<file path="src/rtl/ras_link_pool.sv">
// ras_link_pool: address generator for a multi-channel return-address stack.
// N_CH independent stacks share DEPTH entries carved into blocks of SCRATCHPAD_DEPTH
// entries. Each channel links its blocks backwards through a shared prev_link table.
// Blocks come from a LIFO free list. They return to it on a POP that crosses a block
// boundary, or through a multi-cycle CLOSE walk down the channel's chain.
//
// Ports
//   clk, reset    clock; asynchronous active-high reset
//   op_valid/op_ready/op_ch/op_code
//                 operation handshake. Codes: 0 NOP, 1 OPEN, 2 PUSH, 3 POP, 4 CLOSE.
//                 Codes 5-7 are illegal.
//   resp_valid/resp_ch/resp_addr/resp_err
//                 one-cycle response carrying the entry address {block, offset}
//   ch_active     channel owns a chain
//   ch_empty      channel is active and holds no entries
//   free_blocks   number of blocks on the free list
module ras_link_pool #(
  parameter int unsigned DEPTH            = 1024,
  parameter int unsigned SCRATCHPAD_DEPTH = 16,
  parameter int unsigned N_CH             = 4,
  localparam int unsigned CHW = (N_CH > 1) ? $clog2(N_CH) : 1,
  localparam int unsigned AW  = $clog2(DEPTH),
  localparam int unsigned NB  = DEPTH / SCRATCHPAD_DEPTH,
  localparam int unsigned FW  = $clog2(NB + 1)
) (
  input  logic            clk,
  input  logic            reset,
  input  logic            op_valid,
  output logic            op_ready,
  input  logic [CHW-1:0]  op_ch,
  input  logic [2:0]      op_code,
  output logic            resp_valid,
  output logic [CHW-1:0]  resp_ch,
  output logic [AW-1:0]   resp_addr,
  output logic            resp_err,
  output logic [N_CH-1:0] ch_active,
  output logic [N_CH-1:0] ch_empty,
  output logic [FW-1:0]   free_blocks
);

  localparam int unsigned OW  = $clog2(SCRATCHPAD_DEPTH);
  localparam int unsigned BW  = AW - OW;
  localparam int unsigned DW  = $clog2(DEPTH + 1);
  localparam int unsigned CHS = 1 << CHW;

  localparam logic [OW-1:0]  OFF_MAX  = OW'(SCRATCHPAD_DEPTH - 1);
  localparam logic [FW-1:0]  NB_F     = FW'(NB);
  // Channel codes that address a real channel (matters when N_CH is not a power of 2)
  localparam logic [CHS-1:0] CH_VALID = CHS'((64'(1) << N_CH) - 64'(1));

  localparam logic [2:0] OP_NOP   = 3'd0;
  localparam logic [2:0] OP_OPEN  = 3'd1;
  localparam logic [2:0] OP_PUSH  = 3'd2;
  localparam logic [2:0] OP_POP   = 3'd3;
  localparam logic [2:0] OP_CLOSE = 3'd4;

  typedef enum logic [0:0] {S_IDLE, S_WALK} state_t;

  state_t        state;
  logic [BW-1:0] fl        [NB];   // free-list stack; top is fl[NB - free_blocks]
  logic [BW-1:0] prev_link [NB];
  logic [AW-1:0] ptr       [N_CH];
  logic [DW-1:0] depth     [N_CH];
  logic [FW-1:0] blk_cnt   [N_CH];
  logic [CHW-1:0] walk_ch;
  logic [BW-1:0]  walk_blk;
  logic [FW-1:0]  walk_left;

  logic [AW-1:0] cur_ptr;
  logic [BW-1:0] cur_blk;
  logic [OW-1:0] cur_off;
  logic [DW-1:0] cur_depth;
  logic [FW-1:0] cur_cnt;
  logic          cur_active;
  logic [BW-1:0] pop_idx;
  logic [BW-1:0] push_idx;
  logic [BW-1:0] fl_top;
  logic          op_err;

  // Decode the addressed channel and classify the request
  always_comb begin
    cur_ptr    = ptr[op_ch];
    cur_blk    = cur_ptr[AW-1:OW];
    cur_off    = cur_ptr[OW-1:0];
    cur_depth  = depth[op_ch];
    cur_cnt    = blk_cnt[op_ch];
    cur_active = ch_active[op_ch];
    pop_idx    = BW'(NB_F - free_blocks);
    push_idx   = BW'(NB_F - free_blocks - FW'(1));
    fl_top     = fl[pop_idx];
    op_err     = 1'b0;
    case (op_code)
      OP_NOP:   op_err = 1'b0;
      OP_OPEN:  op_err = !CH_VALID[op_ch] || cur_active || (free_blocks == '0);
      OP_PUSH:  op_err = !CH_VALID[op_ch] || !cur_active ||
                         ((cur_off == OFF_MAX) && (free_blocks == '0));
      OP_POP:   op_err = !CH_VALID[op_ch] || !cur_active || (cur_depth == '0);
      OP_CLOSE: op_err = !CH_VALID[op_ch] || !cur_active;
      default:  op_err = 1'b1;
    endcase
  end

  // Operation execution, free-list management and the CLOSE walk
  always_ff @(posedge clk or posedge reset) begin
    if (reset) begin
      state       <= S_IDLE;
      op_ready    <= 1'b1;
      resp_valid  <= 1'b0;
      resp_err    <= 1'b0;
      resp_addr   <= '0;
      resp_ch     <= '0;
      ch_active   <= '0;
      ch_empty    <= '0;
      free_blocks <= NB_F;
      walk_ch     <= '0;
      walk_blk    <= '0;
      walk_left   <= '0;
      for (int unsigned i = 0; i < NB; i++) begin
        fl[i]        <= BW'(i);
        prev_link[i] <= '0;
      end
      for (int unsigned c = 0; c < N_CH; c++) begin
        ptr[c]     <= '0;
        depth[c]   <= '0;
        blk_cnt[c] <= '0;
      end
    end else begin
      resp_valid <= 1'b0;
      resp_err   <= 1'b0;
      resp_addr  <= '0;
      case (state)
        S_IDLE: begin
          if (op_valid && (op_code != OP_NOP)) begin
            resp_ch <= op_ch;
            if (op_err) begin
              resp_valid <= 1'b1;
              resp_err   <= 1'b1;
            end else begin
              case (op_code)
                OP_OPEN: begin
                  free_blocks      <= free_blocks - FW'(1);
                  ptr[op_ch]       <= {fl_top, OW'(0)};
                  depth[op_ch]     <= '0;
                  blk_cnt[op_ch]   <= FW'(1);
                  ch_active[op_ch] <= 1'b1;
                  ch_empty[op_ch]  <= 1'b1;
                  resp_valid       <= 1'b1;
                  resp_addr        <= {fl_top, OW'(0)};
                end
                OP_PUSH: begin
                  resp_valid      <= 1'b1;
                  resp_addr       <= cur_ptr;
                  depth[op_ch]    <= cur_depth + DW'(1);
                  ch_empty[op_ch] <= 1'b0;
                  // Writing the last slot of a block chains in a fresh one
                  if (cur_off == OFF_MAX) begin
                    free_blocks       <= free_blocks - FW'(1);
                    prev_link[fl_top] <= cur_blk;
                    ptr[op_ch]        <= {fl_top, OW'(0)};
                    blk_cnt[op_ch]    <= cur_cnt + FW'(1);
                  end else begin
                    ptr[op_ch] <= cur_ptr + AW'(1);
                  end
                end
                OP_POP: begin
                  resp_valid      <= 1'b1;
                  depth[op_ch]    <= cur_depth - DW'(1);
                  ch_empty[op_ch] <= (cur_depth == DW'(1));
                  // Leaving a block through offset 0 returns it to the free list
                  if (cur_off == '0) begin
                    fl[push_idx]   <= cur_blk;
                    free_blocks    <= free_blocks + FW'(1);
                    ptr[op_ch]     <= {prev_link[cur_blk], OFF_MAX};
                    resp_addr      <= {prev_link[cur_blk], OFF_MAX};
                    blk_cnt[op_ch] <= cur_cnt - FW'(1);
                  end else begin
                    ptr[op_ch] <= cur_ptr - AW'(1);
                    resp_addr  <= cur_ptr - AW'(1);
                  end
                end
                OP_CLOSE: begin
                  state     <= S_WALK;
                  op_ready  <= 1'b0;
                  walk_ch   <= op_ch;
                  walk_blk  <= cur_blk;
                  walk_left <= cur_cnt;
                end
                default: ;
              endcase
            end
          end
        end
        S_WALK: begin
          // Free one block per cycle, newest first, following the back links
          fl[push_idx] <= walk_blk;
          free_blocks  <= free_blocks + FW'(1);
          walk_blk     <= prev_link[walk_blk];
          walk_left    <= walk_left - FW'(1);
          if (walk_left == FW'(1)) begin
            state              <= S_IDLE;
            op_ready           <= 1'b1;
            ch_active[walk_ch] <= 1'b0;
            ch_empty[walk_ch]  <= 1'b0;
            resp_valid         <= 1'b1;
            resp_ch            <= walk_ch;
          end
        end
        default: state <= S_IDLE;
      endcase
    end
  end

endmodule

</file>
<file path="config.mk">
export PLATFORM = sky130hd
export DESIGN_NAME = ras_link_pool
export DESIGN_NICKNAME = d
export VERILOG_FILES = /design/src/rtl/ras_link_pool.sv
export SDC_FILE = /design/constraint.sdc
export NUM_CORES = 2
export LEC_CHECK = 0
export ABC_AREA = 1
export CAP_MARGIN = 10
export CORE_MARGIN = 10
export CORE_UTILIZATION = 30
export CTS_BUF_LIST = sky130_fd_sc_hd__clkbuf_2 sky130_fd_sc_hd__clkbuf_4 sky130_fd_sc_hd__clkbuf_8
export CTS_CLUSTER_SIZE = 40
export DETAILED_ROUTE_END_ITERATION = 8
export GPL_TIMING_DRIVEN = 0
export PLACE_DENSITY = 0.44
export SLEW_MARGIN = 40
export SYNTH_ARGS = -nofsm -noshare
export SYNTH_HDL_FRONTEND = slang
export SYNTH_SLANG_ARGS = --single-unit
</file>
<file path="constraint.sdc">
create_clock -name clk -period 107.3 [get_ports clk]
set_clock_uncertainty 0.1 [all_clocks]
set_input_delay 32.19 -clock clk [delete_from_list [all_inputs] [get_ports clk]]
set_output_delay 32.19 -clock clk [all_outputs]
set_load 0.02 [all_outputs]
</file>
==> flow_summary.json <==
{
  "status": "finished clean",
  "fin_crit_sh": 0.341,
  "relSlewSlack": 0.337,
  "area_growth_pct": 15.7,
  "portBuffers": 35,
  "fp.dieW_um": 433,
  "row_count": 151,
  "synth-async-reset-ratio": 1.00,
  "instances_no_fill": 9660,
  "initialDrtViolationCount": 7928,
  "crit_required_ps": 108070,
  "synth-seq-area-share": 0.457,
  "reg2reg_depth": 20,
  "setup_viol": 0,
  "r2r-start": "free_blocks[0]",
  "syn_nets": 7062,
  "power_density_nw_per_um2": 27.4,
  "clkLatencyLatePin_ps": 1010,
  "worstReg2RegEnd": "prev_link[69]",
  "synth_top_area_frac": 0.357,
  "rsz0062_at_grt": "no",
  "fin_nets": 7308,
  "synth_common_cells": "2,169 x nand2_1, 891 x nand3_1, 732 x dfrtp_1",
  "synth.ff_latch_count": 926,
  "drv_slew": 0,
  "dieArea_um2": 188000,
  "rrSetupSlack_ps": 100540,
  "synth_area_leaders": "dfrtp_1 36%, nand2_1 16%, dfstp_2 9.9%, nand3_1 8.7%, o21ai_0 4.8%",
  "setup.worst_path.start_class": "primary input",
  "swShare": 0.507,
  "netlist_instances": 7043,
  "syn_area_um2": 51200,
  "finish.instance_area_um2": 59300,
  "pwr-share-clk": 0.244,
  "intPower_mw": 0.801,
  "wire_per_inst_um": 32.1,
  "whs_ps": 361,
  "cp.arrival_ps": 37370,
  "cp-end-kind": "flip-flop",
  "yosysMostFrequentCell": "nand2_1",
  "fin_util": 0.349,
  "holdCritPathClass": "flip-flop to flip-flop",
  "cts_sinks": 926,
  "die_h_um": 433,
  "cts_max_level": 4,
  "yosys.cell_types.count": 58,
  "crit_start": "op_ch[0]",
  "routed_via_density": 5.79,
  "yosysTopAreaCell": "dfrtp_1",
  "setup_ws_ps": 70700,
  "ioPinCount": 38,
  "crit_type": "primary input to flip-flop",
  "power_switching_mw": 0.824,
  "ir_drop_uv": 28.5,
  "numCtsBuffers": 177,
  "post_cts_buffers": 0,
  "p_leak_nw": 26.6,
  "synth-edff-count": 0,
  "core_area_um2": 170000,
  "ys_warn_count": 0,
  "finalSetupTns_ps": 0,
  "p_seq_frac": 0.295,
  "drive_gt1_frac": 0.145,
  "dpl_cell_area_um2": 55300,
  "synth_ff_type": "dfrtp_1",
  "antenna_found_initial": 35,
  "gp_congestion": 1.04,
  "cts_hold_buf": 0,
  "crit_path_max_fanout": 10,
  "cts-root-buf": "clkbuf_8",
  "grt_pass1_wl_mm": 424,
  "grt_max_degree": 74,
  "drc_errors": 0,
  "grt_pass1_vias": 51900,
  "p_total_mw": 1.63,
  "grt_overflow": 0,
  "totalWireLength_mm": 310,
  "floorplan.initialDensity": 0.302,
  "postSynthAreaPerCell_um2": 7.28,
  "dp_slack_ps": 70080,
  "cts_tree": "built",
  "first_pass_iters": 7,
  "drv_cap": 0,
  "ctsResizeCount": 0,
  "fmax_mhz": 27.3,
  "hpwl_mm": 217,
  "period_needed_ps": 36600,
  "ant_nets": 0,
  "worst_pin_slew_ps": 995,
  "clkTransAtPathRegs_ps": 60,
  "comb_power_share": 0.462,
  "grt_usage": 0.319,
  "crit_path_end": "ptr[14]",
  "clock_path_buffers": 3,
  "dp_cells": 9323,
  "final_hold_viol_count": 0,
  "vias": 55900
}
==> registers in the layout, indices dropped and copies added, names as in the netlist <==
register,flops
blk_cnt,28
ch_active,4
ch_empty,4
depth,44
fl,384
free_blocks,7
op_ready,1
prev_link,384
ptr,40
resp_addr,10
resp_ch,2
resp_err,1
resp_valid,1
state,1
walk_blk,6
walk_ch,2
walk_left,7
==> power by group through the flow <==
stage	clock, mW	sequential (mW)	combinational, mW
after detailed placement	0	0.481	0.703
after global routing	0.418	0.484	0.758
after global placement	0	0.484	0.693
after CTS	0.402	0.477	0.704
after floorplan	0	0.462	0.351
final	0.396	0.479	0.750
==> per-layer routing <==
| layer | share of wire | vias up | GRT usage |
|---|---|---|---|
| met5 | 0.00051 | - | 0 |
| met4 | 0.061 | 18 | 0.165 |
| met3 | 0.096 | 919 | 0.0815 |
| met2 | 0.42 | 3345 | 0.470 |
| met1 | 0.42 | 27700 | 0.430 |
| li1 | - | 24000 | - |
==> final cells by class <==
type	instances	area [µm²]
antenna	12	30.0
buffer	504	2410
clock buffer	284	3520
clock inverter	36	385
fill	18300	110000
inverter	274	1040
multi-input combinational	5339	24700
sequential	926	23400
tap	2218	2780
timing repair buffer	67	1030
==> worst min-delay path by stage <==
stage	from	endpoint	slack (ps)	cells past startpoint
2_1_floorplan	fl[197]	fl[197]	340	2
6_report	fl[321]	fl[321]	360	2
3_5_place_dp	fl[179]	fl[179]	350	2
5_1_grt	fl[34]	fl[34]	370	2
4_1_cts	fl[179]	fl[179]	360	2
3_3_place_gp	fl[364]	fl[364]	350	2
==> worst max-delay path, cell delays in order <==
cell	delay [ps]
buf_4	170
inv_1	350
nand3_1	130
nand2_1	120
inv_1	50
nand2_2	480
nand2_1	620
inv_1	760
buf_2	630
nand3_1	240
nand3_1	190
o21ai_0	310
nand2_1	300
nand3_1	230
nand2_1	280
nand2_1	90
nand2_1	80
a21boi_0	80
==> cells by family (layout without fill, tap and decap cells) <==
group                    after synthesis  after routing  synth area share
AO/OA/AOI/OAI                       1323           1323             0.142
flip-flops                           926            926             0.457
AND/OR/NAND/NOR                     3973           3973             0.330
other                                  0             12                 0
buffers and inverters                778           1165            0.0632
XOR/XNOR                              31             31           0.00588
adder cells (fa/ha/maj)               11             11           0.00269
multiplexers                           1              1          0.000220
==> placed cells by master (no fill, tap or decap), types with 114 or more instances in the layout <==
cell / n
nand2_1: 2166
nand3_1: 891
dfrtp_1: 732
nor2_1: 636
o21ai_0: 487
o21ai_1: 396
inv_1: 247
clkbuf_8: 222
a21oi_1: 210
buf_2: 206
dfstp_2: 194
clkbuf_2: 135
nand4_1: 114
No activity file was read; power rests on OpenSTA's default activity.
